`config.mk`:
```
export PLATFORM = sky130hd
export DESIGN_NAME = coupling_synapse
export DESIGN_NICKNAME = d
export VERILOG_FILES = /design/src/rtl/onn_pkg.sv /design/src/rtl/signed_adder_tree.sv /design/src/rtl/coupling_synapse.sv
export SDC_FILE = /design/constraint.sdc
export NUM_CORES = 1
export LEC_CHECK = 0
export CAP_MARGIN = 20
export CORE_MARGIN = 1
export CORE_UTILIZATION = 35
export DETAILED_ROUTE_END_ITERATION = 6
export PLACE_DENSITY = 0.5
export SYNTH_ARGS = -nofsm -noshare
export SYNTH_HDL_FRONTEND = slang
export SYNTH_SLANG_ARGS = --single-unit
export TNS_END_PERCENT = 100
```
`constraint.sdc`:
```
create_clock -name sclk -period 7.3 [get_ports sclk]
set_input_delay 1.46 -clock sclk [delete_from_list [all_inputs] [get_ports sclk]]
set_output_delay 1.46 -clock sclk [all_outputs]
set_load 0.02 [all_outputs]
```
`src/rtl/onn_pkg.sv`:
```
`default_nettype none
// ============================================================================
//  Module      : onn_pkg
//  Description : Shared constants, types and helpers for the 3x5 oscillatory
//                neural network (array top, neurons, coupling synapses).
//  Revision    : 1.0 - initial release
// ============================================================================
package onn_pkg;

    localparam int ARRAY_ROWS  = 3;
    localparam int ARRAY_COLS  = 5;
    localparam int N_NEURONS   = ARRAY_ROWS * ARRAY_COLS;
    localparam int W_BITS      = 4;
    localparam int W_ADDR_BITS = 4;

    // Register stages between osc_in and a sum_out that reflects real inputs.
    localparam int FILL_DEPTH  = 2;

    typedef logic signed [W_BITS-1:0] weight_t;

    // Accumulator width for n_in signed terms of w_bits each, with one extra
    // bit so that negating the most negative weight cannot overflow.
    function automatic int sum_bits(input int n_in, input int w_bits);
        return w_bits + $clog2(n_in) + 1;
    endfunction

    localparam int SUM_BITS = sum_bits(N_NEURONS, W_BITS);

    // Row-major neuron numbering used for osc bit positions and weight addresses.
    function automatic int neuron_index(input int row, input int col);
        return row * ARRAY_COLS + col;
    endfunction

endpackage : onn_pkg
`default_nettype wire

```
`src/rtl/signed_adder_tree.sv`:
```
`default_nettype none
// ============================================================================
//  Module      : signed_adder_tree
//  Description : Combinational sum of N_IN sign-extended weights, each added
//                when its select bit is 1 and subtracted when it is 0.
//  Ports       : i_sel     [N_IN]          per-term sign select (1 = +w)
//                i_weights [N_IN*W_BITS]   packed signed weights, term i at
//                                          bits [i*W_BITS +: W_BITS]
//                o_sum     [SUM_BITS]      signed result
//  Revision    : 1.0 - initial release
// ============================================================================
module signed_adder_tree #(
    parameter int N_IN     = 15,
    parameter int W_BITS   = 4,
    parameter int SUM_BITS = 9
) (
    input  logic [N_IN-1:0]               i_sel,
    input  logic [N_IN*W_BITS-1:0]        i_weights,
    output logic signed [SUM_BITS-1:0]    o_sum
);

    logic signed [SUM_BITS-1:0] w_terms [N_IN];
    logic signed [SUM_BITS-1:0] w_acc;

    generate
        for (genvar gi = 0; gi < N_IN; gi++) begin : g_term
            logic signed [W_BITS-1:0]   w_wt;
            logic signed [SUM_BITS-1:0] w_ext;

            assign w_wt  = i_weights[gi*W_BITS +: W_BITS];
            assign w_ext = {{(SUM_BITS-W_BITS){w_wt[W_BITS-1]}}, w_wt};
            // -(-8) = +8 is representable thanks to the extra accumulator bit.
            assign w_terms[gi] = i_sel[gi] ? w_ext : -w_ext;
        end
    endgenerate

    // Written as a chain; synthesis is free to rebalance it into a tree.
    always_comb begin
        w_acc = '0;
        for (int i = 0; i < N_IN; i++) begin
            w_acc = w_acc + w_terms[i];
        end
    end

    assign o_sum = w_acc;

endmodule : signed_adder_tree
`default_nettype wire

```
`src/rtl/coupling_synapse.sv`:
```
`default_nettype none
// ============================================================================
//  Module      : coupling_synapse
//  Description : Forms one neuron's coupling input 'nin' from the oscillator
//                outputs of all neurons: registered input, registered signed
//                weighted sum, then sign-to-bit with hold on zero or freeze.
//  Ports       : sclk, re                  clock / sync active-high reset
//                osc_in    [N_IN]          coupled oscillator bits
//                w_wr_en, w_wr_addr[4],
//                w_wr_data [W_BITS]        weight register-file write port
//                freeze                    hold nin
//                nin                       coupling output
//                sum_out   [SUM_BITS]      registered weighted sum
//                sum_valid                 pipeline filled since reset
//  Revision    : 1.0 - initial release
// ============================================================================
module coupling_synapse #(
    parameter int N_IN     = onn_pkg::N_NEURONS,
    parameter int W_BITS   = onn_pkg::W_BITS,
    parameter int SUM_BITS = onn_pkg::sum_bits(N_IN, W_BITS)
) (
    input  logic                        sclk,
    input  logic                        re,
    input  logic [N_IN-1:0]             osc_in,
    input  logic                        w_wr_en,
    input  logic [3:0]                  w_wr_addr,
    input  logic [W_BITS-1:0]           w_wr_data,
    input  logic                        freeze,
    output logic                        nin,
    output logic signed [SUM_BITS-1:0]  sum_out,
    output logic                        sum_valid
);

    import onn_pkg::*;

    localparam logic [1:0] c_fill_full = 2'(FILL_DEPTH);

    logic signed [W_BITS-1:0]   weights_q [N_IN];
    logic signed [W_BITS-1:0]   weights_d [N_IN];
    logic [N_IN-1:0]            osc_q,  osc_d;
    logic signed [SUM_BITS-1:0] sum_q,  sum_d;
    logic                       nin_q,  nin_d;
    logic [1:0]                 fill_q, fill_d;

    logic [N_IN*W_BITS-1:0]     w_weights_flat;
    logic signed [SUM_BITS-1:0] w_tree_sum;

    generate
        for (genvar gi = 0; gi < N_IN; gi++) begin : g_flat
            assign w_weights_flat[gi*W_BITS +: W_BITS] = weights_q[gi];
        end
    endgenerate

    signed_adder_tree #(
        .N_IN     (N_IN),
        .W_BITS   (W_BITS),
        .SUM_BITS (SUM_BITS)
    ) u_tree (
        .i_sel     (osc_q),
        .i_weights (w_weights_flat),
        .o_sum     (w_tree_sum)
    );

    always_comb begin
        weights_d = weights_q;
        // Out-of-range addresses fall through and leave the file untouched.
        if (w_wr_en && (int'(w_wr_addr) < N_IN)) begin
            weights_d[w_wr_addr] = w_wr_data;
        end

        osc_d = osc_in;
        sum_d = w_tree_sum;

        // A zero sum is a tie between the coupled groups: keep the last decision.
        nin_d = nin_q;
        if (!freeze) begin
            if (sum_q > 0) begin
                nin_d = 1'b1;
            end else if (sum_q < 0) begin
                nin_d = 1'b0;
            end
        end

        fill_d = (fill_q == c_fill_full) ? fill_q : fill_q + 2'd1;
    end

    always_ff @(posedge sclk) begin
        if (re) begin
            for (int i = 0; i < N_IN; i++) begin
                weights_q[i] <= '0;
            end
            osc_q  <= '0;
            sum_q  <= '0;
            nin_q  <= 1'b0;
            fill_q <= 2'd0;
        end else begin
            weights_q <= weights_d;
            osc_q     <= osc_d;
            sum_q     <= sum_d;
            nin_q     <= nin_d;
            fill_q    <= fill_d;
        end
    end

    assign nin       = nin_q;
    assign sum_out   = sum_q;
    assign sum_valid = (fill_q == c_fill_full);

endmodule : coupling_synapse
`default_nettype wire

```
======== Word level (Yosys, flattened, before mapping) ========
Cells that the tools add are included.
word-level totals
  logic and storage cells ................. 81
  register bits after elaboration ......... 87
  output and inout bits ................... 11
  input port bits ......................... 27
operators by class
  add/sub/neg operators ................... 30
  order comparisons ....................... 5
  reduce and logical (&&, ||, !) cells .... 4
  equal/unequal tests ..................... 1
  multiplexer cells ....................... 20
  bitwise gates (word level) .............. 2
operators by type and width
  operator               count
  $mux W9                15
  $neg A4 Y9             15
  $add A9 B9 Y9          14
  $bwmux W60             1
  $demux W4 S4           1
  $gt A9 B1 Y1 const B   1
  $lt A9 B1 Y1 const B   1
  $ge A5 B5 Y1 const B   1
  $lt A5 B1 Y1 const B   1
  $not A4 Y5             1
  $lt A4 B4 Y1 const B   1
  $mux W4                1
  $add A2 B1 Y2 const B  1
  $eq A2 B2 Y1 const B   1
  $logic_and A1 B1 Y1    2
  $mux W1                2
  $reduce_and A2 Y1      1
  $reduce_bool A2 Y1     1
  $not A1 Y1             1

======== Depth between registers and ports, before layout ========
Gate-level depths: netlist of run 1.
  depth in word-level cells ............... 16
  mapped depth ............................ 23
  depth with buffers taken out ............ 23

======== Cells and area by module ========
A second synthesis of run 1 with hierarchy kept.
unflattened totals
  cell total of the unflattened synthesis .. 831
  area, all modules ....................... 7980.2 µm²
modules (own cells, without submodules)
  module             times used  cells each  area an instance (µm²)  seq. area each (µm²)
  signed_adder_tree  1           546         4814.6                  0.0
  coupling_synapse   1           285         3165.5                  1741.7

======== Worst setup path after synthesis of run 1 ========
No wires, ideal clock.
  path kind ............................... flip-flop to flip-flop
  start point ............................. reg weights_q, in the netlist w_weights_flat[28]
  end point ............................... reg sum_q[8], in the netlist sum_out[8]
  buffers on the path ..................... 0
  setup time .............................. 65 ps
  required time ........................... 7235 ps
  stages on the path, launching flop included .. 20
  path slack .............................. 1537 ps
  arrival ................................. 5698 ps
  clock period less this slack ............ 5763 ps
  cells stage by stage .................... dfxtp_1 > or3_1 > ha_1 > inv_1 > o21ai_0 > fa_1 > fa_1 > inv_1 > fa_1 > fa_1 > fa_1 > inv_1 > fa_1 > fa_1 > nand2b_1 > a21oi_1 > o21ai_0 > or2b_2 > xnor3_1 > nor2_1
on the way
  word-level cells in the longest chain between the ends .. 10
RTL lines
  element                         RTL line                 source
  start: declaration              coupling_synapse.sv:38   logic signed [W_BITS-1:0] weights_q [N_IN];
  start signal: assignment        coupling_synapse.sv:97   weights_q <= weights_d;
  $neg A4 Y9                      signed_adder_tree.sv:33  assign w_terms[gi] = i_sel[gi] ? w_ext : -w_ext;
  $mux W9 (*)                     signed_adder_tree.sv:33
  $add A9 B9 Y9 (*) (8 in a row)  signed_adder_tree.sv:41  w_acc = w_acc + w_terms[i];
  end signal: assignment          coupling_synapse.sv:99   sum_q <= sum_d;
  end: declaration                coupling_synapse.sv:41   logic signed [SUM_BITS-1:0] sum_q, sum_d;
Every way passes the cells marked *; elsewhere a longest branch is shown, timed or not.
A chain may end at the register's enable or synchronous reset.

======== Final worst setup path of run 1 ========
Ends and elaborated chain as after synthesis.

==> flow_summary.json, run 1 <==
{
  "status": "finished clean",
  "final_nets": 1050,
  "r2r_slack_ns": 1.18,
  "port_buffers": 37,
  "netlist_area_sq_um": 7720,
  "syn_inst": 846,
  "p_int_mw": 1.48,
  "seqPwrFrac_pct": 22.8,
  "slew_violations": 0,
  "fill_cells": 2130,
  "fin_worst_skew_ns": 0.00598,
  "synth_top_area_share_pct": 23.6,
  "fin_setup_tns_ns": 0,
  "final_hold_viol_count": 0,
  "drc": 0,
  "cp_num_buf_inv": 3,
  "cts_tree": "yes",
  "post_drt_wl_per_cell_microns": 15.6,
  "min_period_ns": 6.12,
  "layout_commonest_cell": "inv_1",
  "clk_pin_slew_ns": 0.07,
  "synth_compound_area_share_pct": 3.92,
  "fmaxAchievable_ghz": 0.163,
  "area_growth_pct": 12.6,
  "ff_latch_area_sq_um": 1740,
  "core_sq_um": 21400,
  "grt_max_degree": 45,
  "clock_latency_ns": 0.35,
  "cts_root_buf": "clkbuf_16",
  "grt_pass1_wl_mm": 28.8,
  "die_height_microns": 151,
  "vias_per_cell": 4.64,
  "synth_seq_area_share_pct": 22.6,
  "dp_hpwl_mm": 14.6,
  "pwr-share-clk_pct": 22.7,
  "ys_ff_latch": 87,
  "p_leak_nw": 4.00,
  "synth_xor_xnor_area_share_pct": 5.53,
  "place_area_sq_um": 8350,
  "finalSetupViolations": 0,
  "drv_cap": 0,
  "path_cells": "or3_1 -> ha_1 -> inv_1 -> o21ai_0 -> fa_1 -> fa_1 -> inv_1 -> fa_1 -> fa_1 -> fa_1 -> inv_1 -> fa_1 -> fa_1 -> nand2b_1 -> a21oi_1 -> o21ai_0 -> or2b_2 -> xnor3_1 -> nor2_1",
  "syn_area_per_cell_sq_um": 9.13,
  "synth_top_family_by_area": "adder cells",
  "cts_buffers": 9,
  "switching_share_pct": 37.7,
  "cts.hold.buffers_added": 0,
  "worstMarginPinSlew_ns": 1.05,
  "holdCritPathClass": "flop to flop",
  "grt_pass1_vias": 5342,
  "wl_mm": 17.9,
  "slew_headroom_pct": 30.1,
  "dr.first_iter.drc_count": 228,
  "hold_slack_ns": 0.493,
  "synth_top_area_cell": "fa_1",
  "die_x_microns": 151,
  "end_kind": "flop",
  "cts.sinks": 87,
  "cellPowerDensity_nw_per_um2": 274,
  "synthSimpleGateAreaFrac_pct": 13.1,
  "dr.pass1.iters": 5,
  "synth_cell_types": 29,
  "peakVddDrop_v": 0.000191,
  "cpMostUsedCell": "fa_1",
  "antenna_left": 0,
  "start_util_pct": 36.2,
  "cp-start-kind": "flop",
  "dieArea_sq_um": 22700,
  "slowest_stage": "fa_1",
  "antenna_found_initial": 0,
  "cp.required_ns": 7.59,
  "synth_nets": 1023,
  "p_sw_mw": 0.897,
  "cp_slowest_stage_delay_ns": 0.55,
  "final_core_utilization_pct": 40.7,
  "clock_path_buffers": 2,
  "grt_usage_pct": 17.5,
  "mostFrequentLayoutCells": "inv_1 (163), nor2_1 (117), fa_1 (91)",
  "worst-path-max-fanout": 4,
  "critPathKind": "flop to flop",
  "cts_setup_buffers": 0,
  "rsz0062_at_grt": "no",
  "fin_area_sq_um": 8690,
  "critical_path.top_delay_family": "adder cells",
  "multiInputGateArea_sq_um": 5270,
  "yosys_warnings": 0,
  "rows": 53,
  "overflow": 0,
  "comb_power_share_pct": 54.5,
  "cts-resized-gates": 0,
  "vias": 5347,
  "synth_area_leaders": "fa_1 (24%), dfxtp_1 (23%), mux2i_1 (10%)",
  "muxShareOfSynthArea_pct": 12.6,
  "io_pins": 38,
  "worst_ep_arrival_time_ns": 6.41,
  "drive_gt1_share_pct": 3.88,
  "synth_fa_ha_area_share_pct": 33.2,
  "n_antenna_cell": 0,
  "h-tree-depth": 3,
  "fin_crit_sh_pct": 83.8,
  "globalplace.congestion": 0.812
}
-- final cells by class --
cell class	instances	share of cell area [%]
repair buffers	39	4.40
clock inverters	5	1.22
inverters	163	7.04
flip-flops and latches	87	20.0
multi-input cells	573	60.6
well taps	275	3.96
clock buffers	10	2.75
-- metrics by stage --
stage	power [mW]	worst slack, ns	cells
6_report	2.38	1.18	1152
4_1_cts	2.42	1.13	1152
5_1_grt	2.62	0.821	1152
3_3_place_gp	1.86	1.28	1137
3_5_place_dp	1.86	1.16	1137
2_1_floorplan	1.57	1.54	846
-- layer usage --
layer | vias up | track usage [%] | wire (microns)
li1 | 2687 | - | -
met1 | 2571 | 23.6 | 8750
met2 | 74 | 28.5 | 8250
met3 | 15 | 2.91 | 657
met4 | 0 | 5.30 | 261
met5 | - | 0 | 0
-- worst register-to-register path, stage by stage, from the launching register on --
cell and delay [ns]:
dfxtp_1 0.34, or3_1 0.40, ha_1 0.28, inv_1 0.03, o21ai_0 0.25, fa_1 0.50, fa_1 0.55, inv_1 0.06
fa_1 0.47, fa_1 0.53, fa_1 0.55, inv_1 0.05, fa_1 0.52, fa_1 0.48, nand2b_1 0.18, a21oi_1 0.18
o21ai_0 0.09, or2b_2 0.16, xnor3_1 0.36, nor2_1 0.09
-- path summary, 6_finish.rpt --
path,startpoint,depth (start not counted),to
worst min register to register,w_weights_flat[1],2,w_weights_flat[1]
worst min-delay path,w_weights_flat[1],2,w_weights_flat[1]
worst max register to register,w_weights_flat[28],19,sum_out[8]
worst max-delay path,w_weights_flat[28],19,sum_out[8]
-- registers in the layout, summed over array words and instances (netlist names) --
signal	cells
fill_q	2
nin	1
osc_q	15
sum_out	9
w_weights_flat	60
-- cell usage after synthesis (all sizes together) --
master / count
xnor3: 3
xor2: 20
o21bai: 1
inv: 163
nand2: 36
mux2: 15
ha: 59
nor2: 117
dfxtp: 87
nand3: 17
and3: 1
a21o: 2
nor2b: 19
nor3: 3
clkbuf: 19
or3: 18
nor4: 2
o21ai: 20
nand3b: 2
or2b: 1
a21oi: 36
xnor2: 21
fa: 91
nor3b: 4
buf: 4
mux2i: 80
nand2b: 5
-- power groups by stage --
stage | Clock, mW | Sequential (mW) | Combinational [mW]
detailed placement | 0 | 0.554 | 1.30
floorplan | 0 | 0.568 | 1.01
finish | 0.541 | 0.543 | 1.30
global route | 0.576 | 0.548 | 1.50
global placement | 0 | 0.554 | 1.31
CTS | 0.561 | 0.543 | 1.32
-- cells by family (layout without fill, tap and decap cells) --
kind of cell    after synthesis  count (layout)
buf+inv                     186             217
xor+xnor                     44              44
simple gates                225             225
mux                          95              95
fa+ha+maj                   150             150
flops                        87              87
compound gates               59              59
No activity file was read; power rests on OpenSTA's default activity.
==> inputs of run 2 (changes only) <==
==> constraint.sdc (replaced) <==
create_clock -name sclk -period 5.91 [get_ports sclk]
set_input_delay 1.182 -clock sclk [delete_from_list [all_inputs] [get_ports sclk]]
set_output_delay 1.182 -clock sclk [all_outputs]
set_load 0.02 [all_outputs]
==> flow_summary.json, run 2 (synthesized netlist as in run 1, its figures left out) <==
{
  "status": "finished clean",
  "grt_usage_pct": 17.7,
  "dr.first_iter.drc_count": 191,
  "worstMarginPinSlew_ns": 1.03,
  "cts_setup_buffers": 0,
  "fin_worst_skew_ns": 0.00848,
  "pre_cts_ws_ns": -0.116,
  "slowest_stage": "fa_1",
  "vias": 5487,
  "fin_cells": 1194,
  "cts_root_buf": "clkbuf_16",
  "layout_commonest_cell": "inv_1",
  "clk_pin_slew_ns": 0.06,
  "worst-path-max-fanout": 2,
  "cp_num_buf_inv": 4,
  "dp_hpwl_mm": 14.6,
  "grt_pass1_wl_mm": 29.6,
  "core_sq_um": 21400,
  "end_kind": "flop",
  "place_area_sq_um": 8660,
  "fin_area_sq_um": 9160,
  "drc": 0,
  "n_antenna_cell": 0,
  "fin_crit_sh_pct": 95.7,
  "area_growth_pct": 18.7,
  "clock_path_buffers": 2,
  "critical_path.top_delay_family": "adder cells",
  "io_pins": 38,
  "cpMostUsedCell": "fa_1",
  "final_core_utilization_pct": 42.9,
  "critPathKind": "flop to flop",
  "drv_cap": 0,
  "slew_violations": 0,
  "final_nets": 1091,
  "port_buffers": 37,
  "cp.required_ns": 6.11,
  "hold_slack_ns": 0.489,
  "layout_setup_ws_ns": 0.253,
  "start_util_pct": 36.2,
  "grt_pass1_vias": 5578,
  "cp-start-kind": "flop",
  "p_leak_nw": 4.19,
  "post_drt_wl_per_cell_microns": 15.5,
  "cellPowerDensity_nw_per_um2": 334,
  "fill_cells": 2155,
  "holdCritPathClass": "flop to flop",
  "peakVddDrop_v": 0.000313,
  "worst_ep_arrival_time_ns": 5.86,
  "rows": 53,
  "rsz0062_at_grt": "no",
  "dr.pass1.iters": 4,
  "grt_max_degree": 88,
  "globalplace.congestion": 0.798,
  "wl_mm": 18.5,
  "clock_latency_ns": 0.35,
  "vias_per_cell": 4.60,
  "drive_gt1_share_pct": 13.9,
  "die_height_microns": 151,
  "dieArea_sq_um": 22700,
  "placed_cells": 1178,
  "cts_tree": "yes",
  "antenna_left": 0,
  "cts_buffers": 9,
  "die_x_microns": 151,
  "path_cells": "or3_4 -> ha_1 -> inv_1 -> o21ai_2 -> fa_1 -> fa_1 -> inv_2 -> fa_1 -> fa_1 -> fa_1 -> inv_1 -> fa_1 -> inv_1 -> ha_1 -> a21o_1 -> a21oi_2 -> o21bai_1 -> a21oi_2 -> xor2_1 -> nor2_1",
  "finalSetupViolations": 0,
  "cp_slowest_stage_delay_ns": 0.60,
  "antenna_found_initial": 0,
  "largest_reg_flops": 60,
  "mostFrequentLayoutCells": "inv_1 (160), nor2_1 (114), dfxtp_1 (85)",
  "cts.sinks": 87,
  "min_period_ns": 5.66,
  "fmaxAchievable_ghz": 0.177,
  "final_hold_viol_count": 0,
  "h-tree-depth": 3,
  "overflow": 0,
  "slew_headroom_pct": 31.0
}
run 2: cell type report:
cell class / count / area [sq um] / area share [%]
Clock buffer: 12 / 267 / 2.91
Clock inverter: 4 / 28.8 / 0.314
Inverter: 163 / 612 / 6.68
Multi-Input combinational cell: 573 / 5480 / 59.8
Sequential cell: 87 / 1740 / 19.0
Tap cell: 275 / 344 / 3.76
Timing Repair Buffer: 80 / 691 / 7.54
run 2: metrics by stage:
step	TNS, ns	total power [mW]
global placement	-0.0404	2.40
finish	0	3.06
detailed placement	-0.123	2.41
global route	0	3.36
CTS	0	3.03
floorplan	0	1.94
run 2: metal layers:
| metal | global-route usage (%) | vias up | wire length (microns) |
|---|---|---|---|
| li1 | - | 2776 | - |
| met1 | 23.8 | 2623 | 9080 |
| met2 | 29.4 | 67 | 8650 |
| met3 | 2.30 | 21 | 490 |
| met4 | 5.40 | 0 | 327 |
| met5 | 0 | - | 0 |
run 2: worst reg2reg max path: cells and delay by family, from the launching register on:
| family | cells | cell delay, ns |
|---|---|---|
| adders and majority gates | 8 | 3.70 |
| DFF | 1 | 0.32 |
| xor gates and xnor gates | 1 | 0.18 |
| AOI/OAI and AO/OA | 5 | 0.68 |
| buffers and inverters | 4 | 0.20 |
| and+or+nand+nor | 2 | 0.43 |
run 2: path summary, 6_finish.rpt:
| kind | from | to | slack (ns) | depth (start not counted) |
|---|---|---|---|---|
| min | w_weights_flat[1] | w_weights_flat[1] | 0.49 | 2 |
| min reg2reg | w_weights_flat[1] | w_weights_flat[1] | 0.49 | 2 |
| max reg2reg | w_weights_flat[28] | sum_out[7] | 0.25 | 20 |
| max | w_weights_flat[28] | sum_out[7] | 0.25 | 20 |
run 2: repair_timing:
action                                  4_1_cts  5_1_grt
resized for setup                            14       47
hold buffers                                  0        0
endpoints found under the setup margin        2        2
pin swaps                                     9       40
endpoints found under the hold margin         0        0
run 2: power by group:
part	switching, mW	internal, mW	total [mW]
clock network	0.252	0.320	0.572
logic	0.938	0.885	1.82
registers	0.0296	0.636	0.666
total	1.22	1.84	3.06
